## src/rtl/cart_upload_pkg.sv

```systemverilog
// Shared types and constants for the cartridge upload reader.
// CRC export is enabled with CART_UPLOAD_CRC_EN.
package cart_upload_pkg;

    typedef enum logic [1:0] {
        ST_IDLE  = 2'd0,
        ST_ISSUE = 2'd1,
        ST_LAT   = 2'd2,
        ST_RESP  = 2'd3
    } state_t;

    localparam logic [15:0] CRC_POLY  = 16'h1021;
    localparam logic [15:0] CRC_INIT  = 16'hFFFF;
    localparam logic [7:0]  PAD_BYTE  = 8'hFF;
    localparam logic [16:0] SENT_MAX  = 17'h1FFFF;

    // Full 25-bit compare so anything at or above 2^17 is out of range.
    function automatic logic in_rom(
        input logic [24:0] addr,
        input logic [16:0] size
    );
        return addr < {8'd0, size};
    endfunction

endpackage

```

## src/rtl/crc16_byte.sv

```systemverilog
// Combinational CRC-16/CCITT step over one byte, MSB first.
// Used by cart_upload only when CART_UPLOAD_CRC_EN is defined.
module crc16_byte
    import cart_upload_pkg::*;
(
    input  logic [15:0] crc_in,
    input  logic [7:0]  data,
    output logic [15:0] crc_out
);

    always_comb begin
        logic [15:0] c;
        c = crc_in ^ {data, 8'h00};
        for (int i = 0; i < 8; i++) begin
            if (c[15]) c = {c[14:0], 1'b0} ^ CRC_POLY;
            else       c = {c[14:0], 1'b0};
        end
        crc_out = c;
    end

endmodule

```

## src/rtl/cart_upload.sv

```systemverilog
// HPS ioctl upload reader for the cartridge ROM RAM (port B).
// Define CART_UPLOAD_CRC_EN to add the crc output and its CRC-16 logic.
module cart_upload
    import cart_upload_pkg::*;
#(
    parameter int AW      = 15,
    parameter int MEM_LAT = 1
) (
    input  logic          clk_sys,
    input  logic          reset,
    input  logic          ioctl_upload,
    input  logic          ioctl_rd,
    input  logic [24:0]   ioctl_addr,
    output logic [7:0]    ioctl_din,
    output logic          ioctl_wait,
    input  logic [16:0]   rom_size,
    output logic [AW-1:0] mem_addr,
    output logic          mem_rd,
    input  logic [7:0]    mem_q,
    output logic [16:0]   bytes_sent,
`ifdef CART_UPLOAD_CRC_EN
    output logic [15:0]   crc,
`endif
    output logic          done
);

    localparam logic [1:0] LAT_INIT = 2'(MEM_LAT);

    state_t        state;
    logic [AW-1:0] addr_q;
    logic [1:0]    lat_cnt;
    logic [1:0]    lat_dec;
    logic          upload_q;
    logic          done_seen;
    logic          rise;
    logic          req;
    logic          hit;
    logic          lat_end;
    logic          enter_resp;
    logic [16:0]   sent_nx;

    assign rise       = ioctl_upload & ~upload_q;
    assign req        = (state == ST_IDLE) & ioctl_rd & ioctl_upload;
    assign hit        = in_rom(ioctl_addr, rom_size);
    assign lat_dec    = lat_cnt - 2'd1;
    assign lat_end    = (state == ST_LAT) && (lat_dec == 2'd0);
    assign enter_resp = ioctl_upload & ((req & ~hit) | lat_end);
    assign sent_nx    = (bytes_sent == SENT_MAX) ? bytes_sent
                                                 : bytes_sent + 17'd1;

    assign ioctl_wait = ioctl_rd | (state == ST_ISSUE) | (state == ST_LAT);
    assign mem_rd     = (state == ST_ISSUE);
    assign mem_addr   = (state == ST_ISSUE) ? addr_q : '0;

    always_ff @(posedge clk_sys or posedge reset) begin
        if (reset) begin
            state     <= ST_IDLE;
            addr_q    <= '0;
            lat_cnt   <= '0;
            ioctl_din <= 8'h00;
        end else if (state != ST_IDLE && !ioctl_upload) begin
            // Host dropped the session mid-transfer.
            state <= ST_IDLE;
        end else begin
            unique case (state)
                ST_IDLE: begin
                    if (req) begin
                        addr_q <= ioctl_addr[AW-1:0];
                        if (hit) begin
                            state <= ST_ISSUE;
                        end else begin
                            state     <= ST_RESP;
                            ioctl_din <= PAD_BYTE;
                        end
                    end
                end
                ST_ISSUE: begin
                    lat_cnt <= LAT_INIT;
                    state   <= ST_LAT;
                end
                ST_LAT: begin
                    lat_cnt <= lat_dec;
                    if (lat_dec == 2'd0) begin
                        ioctl_din <= mem_q;
                        state     <= ST_RESP;
                    end
                end
                ST_RESP: state <= ST_IDLE;
                default: state <= ST_IDLE;
            endcase
        end
    end

    // Count is bumped on entry to RESP so it is visible alongside the data.
    always_ff @(posedge clk_sys or posedge reset) begin
        if (reset) begin
            upload_q   <= 1'b0;
            bytes_sent <= '0;
            done       <= 1'b0;
            done_seen  <= 1'b0;
        end else begin
            upload_q <= ioctl_upload;
            done     <= 1'b0;
            if (rise) begin
                bytes_sent <= '0;
                done_seen  <= 1'b0;
            end else if (enter_resp) begin
                bytes_sent <= sent_nx;
                if (sent_nx == rom_size && !done_seen) begin
                    done      <= 1'b1;
                    done_seen <= 1'b1;
                end
            end
        end
    end

`ifdef CART_UPLOAD_CRC_EN
    logic        rng_q;
    logic [15:0] crc_nx;

    crc16_byte u_crc (
        .crc_in  (crc),
        .data    (ioctl_din),
        .crc_out (crc_nx)
    );

    always_ff @(posedge clk_sys or posedge reset) begin
        if (reset) begin
            crc   <= CRC_INIT;
            rng_q <= 1'b0;
        end else begin
            if (req) rng_q <= hit;
            if (rise) begin
                crc <= CRC_INIT;
            end else if (state == ST_RESP && ioctl_upload && rng_q) begin
                crc <= crc_nx;
            end
        end
    end
`endif

endmodule

```

## config.mk

```make
export PLATFORM = sky130hd
export DESIGN_NAME = cart_upload
export DESIGN_NICKNAME = d
export VERILOG_FILES = /design/src/rtl/cart_upload_pkg.sv /design/src/rtl/crc16_byte.sv /design/src/rtl/cart_upload.sv
export SDC_FILE = /design/constraint.sdc
export NUM_CORES = 1
export LEC_CHECK = 0
export ABC_AREA = 1
export ABC_CLOCK_PERIOD_IN_PS = 1900
export CAP_MARGIN = 20
export CORE_MARGIN = 5
export CORE_UTILIZATION = 43
export CTS_CLUSTER_SIZE = 8
export DETAILED_ROUTE_END_ITERATION = 6
export GPL_ROUTABILITY_DRIVEN = 0
export GPL_TIMING_DRIVEN = 0
export PLACE_DENSITY = 0.77
export SLEW_MARGIN = 20
export SYNTH_ARGS = -nofsm -noshare
export SYNTH_HDL_FRONTEND = slang
export SYNTH_SLANG_ARGS = --single-unit
```

## constraint.sdc

```tcl
create_clock -name clk_sys -period 1.9 [get_ports clk_sys]
set_input_delay 0.57 -clock clk_sys [delete_from_list [all_inputs] [get_ports clk_sys]]
set_output_delay 0.57 -clock clk_sys [all_outputs]
set_load 0.02 [all_outputs]
```

# --- Word level (Yosys, flattened, before mapping) ---
# Index checks and enable logic that the tools add are counted.
# W data, S select, Z words.
word_totals:
  out_inout_bits: 43
  input_bits: 54
  elab_cells: 69
  regBits: 47
classes:
  addsub: 2
  n_reduce_logical: 17
  bitwise_logic: 11
  n_eq_ne: 10
  n_mux: 20
  order_cmp: 1
ops:
  columns: ["cell", "count"]
  rows:
  - ["$mux W17", 3]
  - ["$lt A25 B17 Y1", 1]
  - ["$mux W8", 3]
  - ["$add A17 B1 Y17 const B", 1]
  - ["$eq A17 B17 Y1", 1]
  - ["$eq A17 B17 Y1 const B", 1]
  - ["$pmux W8 S2", 1]
  - ["$mux W15", 1]
  - ["$reduce_bool A2 Y1", 5]
  - ["$mux W2", 4]
  - ["$pmux W2 S4", 1]
  - ["$mux W1", 6]
  - ["$reduce_and A2 Y1", 3]
  - ["$and A1 B1 Y1", 5]
  - ["$reduce_and A5 Y1", 1]
  - ["$eq A2 B2 Y1 const B", 2]
  - ["$logic_not A2 Y1", 2]
  - ["$ne A2 B2 Y1 const B", 2]
  - ["$pmux W2 S2", 1]
  - ["$logic_and A1 B1 Y1", 3]
  - ["$ne A3 B1 Y1 const B", 1]
  - ["$ne A3 B2 Y1 const B", 1]
  - ["$not A1 Y1", 3]
  - ["$or A1 B1 Y1", 3]
  - ["other kinds (5)", 6]

# --- Depth between registers and ports, before layout ---
# Gate-level depths: netlist of the first run.
logic_depth:
  word_depth: 8
  ltp_mapped: 15
  ltp_nobuf: 15

# --- Least setup slack after synthesis of the first run ---
# OpenSTA, ideal clock, no wires.
synth_path:
  path_type: "in2reg"
  startpoint: "input port rom_size[14]"
  endpoint: "register bytes_sent[2]"
  required_time_ns: 1.834
  t_arrival_ns: 2.209
  setup_slack_ns: -0.376
  setup_time_ns: 0.066
  path_stages: 14
  path_buffers: 1
  cell_sequence: "inv_1 > ha_1 > a21oi_1 > nor2_1 > a211oi_1 > o21ai_0 > nor2_1 > nand2_1 > nand2_1 > nand2_2 > nor2_1 > buf_2 > nand2_1 > nand2_1"
synth_between:
  elab_chain_cells: 6
synth_rtl:
  columns: ["element", "line", "rtl"]
  rows:
  - ["from (decl)", "cart_upload.sv:16", "input logic [16:0] rom_size,"]
  - ["$lt A25 B17 Y1", "cart_upload_pkg.sv:22", "return addr < {8'd0, size};"]
  - ["$not A1 Y1", "cart_upload.sv:47", "assign enter_resp = ioctl_upload & ((req & ~hit) | lat_end);"]
  - ["$and A1 B1 Y1", "cart_upload.sv:47", null]
  - ["$or A1 B1 Y1", "cart_upload.sv:47", null]
  - ["$and A1 B1 Y1", "cart_upload.sv:47", null]
  - ["$reduce_bool A2 Y1 (no line)", null, null]
  - ["to (signal assigned)", "cart_upload.sv:108", "bytes_sent <= sent_nx;"]
  - ["to (decl)", "cart_upload.sv:20", "output logic [16:0] bytes_sent,"]
# No other way between the ends.
# A chain may end at the register's enable or synchronous reset.

# --- Worst setup path after layout of the first run ---
layout_path:
  startpoint: "register bytes_sent[1]"
  endpoint: "register done_seen"
layout_between:
  elab_chain_cells: 6
  elab_cells_between_ends: 7
  cone_classes: "add/sub (1); eq/ne (2); mux (1); reduce/logical (3)"
layout_rtl:
  columns: ["element", "line", "rtl"]
  rows:
  - ["$add A17 B1 Y17 / $eq A17 B17 Y1 (equally long branches)", "cart_upload.sv:49, cart_upload.sv:48", null]
  - ["$mux W17 *", "cart_upload.sv:48", "assign sent_nx = (bytes_sent == SENT_MAX) ? bytes_sent"]
  - ["$eq A17 B17 Y1 *", "cart_upload.sv:109", "if (sent_nx == rom_size && !done_seen) begin"]
  - ["$logic_and A1 B1 Y1 *", "cart_upload.sv:109", null]
  - ["$reduce_bool A2 Y1 (no line) *", null, null]
  - ["$reduce_and A2 Y1 (no line) *", null, null]
  - ["to (signal assigned)", "cart_upload.sv:100", "done_seen <= 1'b0;"]
  - ["to (signal assigned)", "cart_upload.sv:106", "done_seen <= 1'b0;"]
  - ["to (signal assigned)", "cart_upload.sv:111", "done_seen <= 1'b1;"]
  - ["to (decl)", "cart_upload.sv:34", "logic done_seen;"]
# Every way passes the cells marked *; elsewhere a longest branch is shown, timed or not.

==> flow_summary.yaml, run 1 <==
run_status:
  status: "finished with violations"
  violations: "setup timing"
clock_tree:
  clk_pin_slew_ns: 0.10
  tritoncts: "done"
  clock-root-buffer: "clkbuf_8"
  cts_max_path_buffers: 2
  ctsHtreeMaxLevel: 2
  cts_buffers: 5
  clk_latency_ns: 0.31
  cts_hold_buf: 0
  cts.sinks: 47
setup_path:
  crit_path_start_kind: "flip-flop"
  r2r_cells: 13
  worstPathRequired_ns: 2.15
  r2r-start: "bytes_sent[1]$_DFFE_PP0P_"
  reg2reg_slack_ns: -0.21
  crit_arrival_ns: 2.37
  crit_type: "reg -> reg"
  end_kind: "flip-flop"
  cp_max_fo: 5
  reg2reg_to: "done_seen$_DFFE_PP0P_"
timing:
  worstMarginPinSlew_ns: 0.4889
  final.period_utilization: 1.113
  setup_ws_ns: -0.2143
  grt_setup_unrepaired: "true"
  slew-limit-headroom: 0.6736
  clock-skew-final_ns: 0.007171
  period_needed_ns: 2.114
  report.final.slew_viol_count: 0
  finalHoldViolCount: 0
  finalSetupViolCount: 33
  max_freq_mhz: 473.0
pwr:
  clkPwrFrac: 0.122
  power_density_mw_per_mm2: 1002
  p_int_w: 0.003160
  switching_share: 0.4319
  seq_power_share: 0.281
  ir_drop_uv: 1133
  p_sw_w: 0.002403
  power_w: 0.005562
  p_comb_frac: 0.597
  p_leak_nw: 2.936
floorplanning:
  fp.dieArea_mm2: 0.009466
  io_pins: 97
  fp.coreArea_mm2: 0.007331
  die_x_um: 97.30
  fp-row-count: 31
  start_util: 0.4470
  die_height_um: 97.30
detailed_routing:
  drc: 0
  totalWireLength_mm: 12.45
  drtIter0Drc: 346
  num_vias: 4075
  postRouteAntennaNets: 0
  first_pass_iters: 5
  drt-wirelength-per-cell_um: 16.62
  vias_per_cell: 5.441
grt:
  grt_overflow: 0
  grt_pass1_wl_mm: 18.29
  first_global_vias: 3877
  track_usage: 0.2334
  antenna_found_initial: 0
  grt_max_degree: 28
synthesis:
  synth.avg_cell_area_um2: 6.756
  ys_seq_area_frac: 0.3589
  ys_types: 30
  syn_area_mm2: 0.003277
  syn_nets: 560
  synth_edf_count: 0
  synth-seq-cells: 47
  syn_inst: 485
  synth-async-reset-ratio: 1.000
  yosysWarnings: 0
  ys.flop_type: "dfrtp_1"
place:
  port-buffer-count: 96
  dpl.cell_count: 681
  dp_hpwl_mm: 7.680
  dpl_cell_area_mm2: 0.004484
  dp_slack_ns: -1.020
finish:
  most-common-layout-cells: "154 x nand2_1, 50 x buf_4, 42 x dfrtp_1"
  nFillCells: 459
  stdcell_area_mm2: 0.005552
  stdcell_count: 749
  final_common_cell: "nand2_1"
  areaGrowthSynthToFinish_pct: 69.42
  diodes: 0
  nNetsFinal: 724
  drive_gt1_frac: 0.4231
worst_hold_path:
  hold_end: "addr_q[14]$_DFFE_PP0P_"
  min_from: "ioctl_addr[14]"
  worstHoldPathCells: 3
  hp-class: "in -> reg"
run:
  drv_cap: 0
-- what timing repair did --
item / in CTS / in global routing
pin swaps: 35 / 17
gates cloned: 2 / 3
gates resized for setup: 322 / 118
endpoints found under the setup margin: 73 / 55
buffers inserted: 42 / 15
-- routing by layer --
layer | wire length (um) | share of wire | global-route usage | vias up
met1 | 4630 | 0.37 | 0.2737 | 1920
met4 | 513 | 0.041 | 0.07029 | 0
met5 | 0 | 0 | 0 | -
met3 | 986 | 0.079 | 0.04882 | 55
met2 | 6320 | 0.51 | 0.4262 | 243
li1 | - | - | - | 1857
-- sequential cells by signal, summed over array words and instances (netlist names) --
| signal | count |
|---|---|
| addr_q | 15 |
| bytes_sent | 17 |
| done | 1 |
| done_seen | 1 |
| ioctl_din | 8 |
| lat_cnt | 2 |
| state | 2 |
| upload_q | 1 |
-- critical path: stages (launching register included) --
cell and delay (ns):
dfrtp_2 0.41, ha_4 0.15, nand2_4 0.07, nor2_4 0.13, nand2_2 0.09, nor2_4 0.17, nand2_4 0.12, clkbuf_16 0.19
nand2_4 0.07, xor2_1 0.20, nand3_1 0.12, nor2_2 0.13, nand3_2 0.11, nand2_1 0.08
-- power by group through the flow --
stage               logic (W)  clock network [W]  registers, W
finish                0.00332           0.000681       0.00156
global route          0.00356           0.000726       0.00160
CTS                   0.00262           0.000679       0.00149
floorplan             0.00124                  0       0.00163
detailed placement    0.00221                  0       0.00152
global placement      0.00214                  0       0.00151
-- how the worst max path moves through the flow --
| stage | from | end | slack [ns] | cells after the start |
|---|---|---|---|---|
| floorplan | rom_size[14] | bytes_sent[2]$_DFFE_PP0P_ | -0.17 | 14 |
| global placement | rom_size[14] | bytes_sent[2]$_DFFE_PP0P_ | -1.02 | 15 |
| detailed placement | rom_size[14] | bytes_sent[5]$_DFFE_PP0P_ | -1.02 | 15 |
| CTS | state[0]$_DFFE_PP0P_ | mem_addr[11] | -0.13 | 6 |
| global route | bytes_sent[0]$_DFFE_PP0P_ | done_seen$_DFFE_PP0P_ | -0.33 | 16 |
| finish | bytes_sent[1]$_DFFE_PP0P_ | done_seen$_DFFE_PP0P_ | -0.21 | 13 |
-- synth_stat cells, types with 3 or more instances --
| cell | count | area share |
|---|---|---|
| o21ai_0 | 13 | 0.020 |
| xor2_1 | 6 | 0.016 |
| nor3_2 | 3 | 0.0092 |
| nand2_1 | 193 | 0.22 |
| inv_1 | 60 | 0.069 |
| nor2_1 | 40 | 0.046 |
| nand4_1 | 7 | 0.013 |
| nand3_1 | 45 | 0.069 |
| clkbuf_1 | 6 | 0.0069 |
| a21oi_1 | 11 | 0.017 |
| dfrtp_1 | 47 | 0.36 |
| ha_1 | 21 | 0.080 |
| nand2_2 | 5 | 0.0095 |
-- final cells by class --
cell class / instances / area (um2) / area share
flip-flops and latches: 47 / 1182 / 0.2130
repair buffers: 156 / 1376 / 0.2479
well taps: 99 / 123.9 / 0.02231
inverters: 62 / 252.7 / 0.04553
clock buffers: 6 / 82.58 / 0.01487
multi-input cells: 367 / 2395 / 0.4314
plain buffers: 10 / 122.6 / 0.02209
clock inverters: 2 / 16.27 / 0.002930
-- logic make-up (layout without fill, tap and decap cells) --
| logic type | after synthesis | count (layout) | share of synthesized area |
|---|---|---|---|
| AND/OR/NAND/NOR | 303 | 304 | 0.3910 |
| adder cells (fa/ha/maj) | 21 | 21 | 0.08018 |
| AO/OA/AOI/OAI | 34 | 34 | 0.06071 |
| XOR/XNOR | 8 | 8 | 0.02138 |
| buffers and inverters | 72 | 236 | 0.08782 |
| flip-flops | 47 | 47 | 0.3589 |
-- metrics by stage --
stage | TNS [ns] | utilization | hold WS [ns]
after floorplan | -1.957 | - | 0.4417
after CTS | -1.639 | 0.6940 | 0.4639
after global placement | -74.42 | 0.6090 | 0.4555
final | -3.516 | 0.7573 | 0.4817
after detailed placement | -38.94 | 0.6117 | 0.4591
after global routing | -6.312 | 0.7573 | 0.4944
Power figures use the tool's default switching activity.
==> run 2, diff against run 1 <==
Settings changed: ABC_CLOCK_PERIOD_IN_PS 1900 to default, CORE_MARGIN 5 to default.
==> flow_summary.yaml, run 2 (synthesis gave the netlist of run 1 again) <==
detailed_routing:
  totalWireLength_mm: 11.59
  first_pass_iters: 5
  postRouteAntennaNets: 0
  num_vias: 3931
  drtIter0Drc: 429
  drt-wirelength-per-cell_um: 15.96
  drc: 0
  vias_per_cell: 5.415
pwr:
  power_density_mw_per_mm2: 1035
  power_w: 0.005545
  p_leak_nw: 2.832
  ir_drop_uv: 1019
timing:
  setup_ws_ns: -0.2914
  worstMarginPinSlew_ns: 0.4432
  slew-limit-headroom: 0.7042
  finalHoldViolCount: 0
  period_needed_ns: 2.191
  max_freq_mhz: 456.3
  final.setup.tns_ns: -6.154
  grt_setup_unrepaired: "true"
  report.final.slew_viol_count: 0
  clock-skew-final_ns: 0.01314
  finalSetupViolCount: 35
  final.period_utilization: 1.153
run_status:
  status: "finished with violations"
  violations: "setup timing"
clock_tree:
  cts_buffers: 5
  clk_latency_ns: 0.31
  ctsHtreeMaxLevel: 2
  clk_pin_slew_ns: 0.10
  tritoncts: "done"
  clock-root-buffer: "clkbuf_8"
  cts.sinks: 47
  cts_max_path_buffers: 2
worst_hold_path:
  hp-class: "in -> reg"
place:
  dp_hpwl_mm: 7.501
  port-buffer-count: 96
  dpl.cell_count: 681
finish:
  largest_register_ffs: 17
  nFillCells: 527
  final_common_cell: "nand2_1"
  stdcell_count: 726
  multi_input_area_mm2: 0.002381
  regArea_mm2: 0.001182
  reg_top3: "bytes_sent: 17 flops, addr_q: 15 flops, ioctl_din: 8 flops"
  most-common-layout-cells: "152 x nand2_1, 42 x dfrtp_1, 39 x nand3_1"
  regMostFlops: "bytes_sent"
  areaGrowthSynthToFinish_pct: 63.57
  nNetsFinal: 701
  diodes: 0
  drive_gt1_frac: 0.3955
setup_path:
  crit_type: "in -> reg"
  cp_max_fo: 5
  cp_slowest_cell: "a211oi_2"
  end_kind: "flip-flop"
  cpMostUsedCell: "nand2_1"
  crit_path_start_kind: "primary input"
  crit_arrival_ns: 2.44
  path_cells: "buf_8 > inv_12 > ha_4 > a21oi_2 > nor2_1 > a211oi_2 > o21ai_2 > nor2_2 > nand2_1 > nand2_2 > nand2_4 > nor2_4 > buf_6 > nand2_1 > nand2_1"
  worstPathRequired_ns: 2.15
  max_stage_delay_ns: 0.25
  crit_family: "simple AND/OR/NAND/NOR gates"
  reg2reg_slack_ns: -0.23
  critPathBufInv: 3
grt:
  grt_pass1_wl_mm: 16.93
  met1_usage: 0.3596
  antenna_found_initial: 0
  grt_max_degree: 35
  grtUsageMet2: 0.4740
  grt_overflow: 0
  track_usage: 0.2813
  first_global_vias: 3565
  grt_busiest_layer: "met2"
  use_met3: 0.04709
floorplanning:
  io_pins: 97
  start_util: 0.4494
  fp-row-count: 31
  fp.coreArea_mm2: 0.007292
  die_x_um: 89.30
  fp.dieArea_mm2: 0.007974
  die_height_um: 89.30
run:
  drv_cap: 0
[run 2: cell count changes in the layout (fill, tap and decap cells not counted), moves of 3 or more]
cell,previous run,this run
buf_4,50,30
nor2_2,11,7
clkdlybuf4s15_2,1,4
nand2_2,29,32
nor2_1,27,30
[run 2: where the power goes]
part,internal [W],switching [W]
clock,0.000526,0.000360
combinational,0.00141,0.00168
sequential,0.00131,0.000247
[run 2: stage by stage]
| stage | utilization | worst slack [ns] | cell area [um2] | hold slack [ns] |
|---|---|---|---|---|
| final | 0.7351 | -0.2914 | 5360 | 0.4992 |
| after global routing | 0.7351 | -0.3866 | 5360 | 0.4970 |
| after CTS | 0.6889 | -0.1473 | 5024 | 0.4798 |
| after detailed placement | 0.6150 | -1.042 | 4484 | 0.4585 |
| after global placement | 0.6122 | -1.026 | 4464 | 0.4561 |
| after floorplan | - | -0.1663 | 3379 | 0.4417 |
[run 2: timing repair]
| item | in CTS | in global routing |
|---|---|---|
| resized for setup | 324 | 96 |
| setup buffers | 26 | 10 |
| hold endpoints to repair | 0 | 0 |
| pin swaps | 41 | 15 |
| endpoints found under the setup margin | 78 | 60 |
| cloned | 2 | 1 |
| hold buffers | 0 | 0 |
[run 2: per-layer routing]
metal	wire [um]	share of wire	vias up
met2	5816	0.50	235
li1	-	-	1814
met4	478	0.041	0
met1	4500	0.39	1828
met5	0	0	-
met3	793	0.068	54
[run 2: area by class of cell]
| class | count | share of cell area |
|---|---|---|
| multi-input combinational | 366 | 0.4442 |
| timing repair buffer | 136 | 0.2215 |
| sequential | 47 | 0.2206 |
| inverter | 62 | 0.04669 |
| tap | 99 | 0.02311 |
| buffer | 8 | 0.01914 |
| clock buffer | 6 | 0.01354 |
| clock inverter | 2 | 0.01120 |
[run 2: path summary, 6_finish.rpt]
path / from / endpoint / cells after the start
max: rom_size[14] / bytes_sent[2]$_DFFE_PP0P_ / 15
min: ioctl_upload / upload_q$_DFF_PP0_ / 1
max reg2reg: bytes_sent[0]$_DFFE_PP0P_ / done_seen$_DFFE_PP0P_ / 15
min reg2reg: done_seen$_DFFE_PP0P_ / done_seen$_DFFE_PP0P_ / 2
max in group asynchronous: reset / bytes_sent[0]$_DFFE_PP0P_ / 3
min in group asynchronous: reset / bytes_sent[13]$_DFFE_PP0P_ / 2
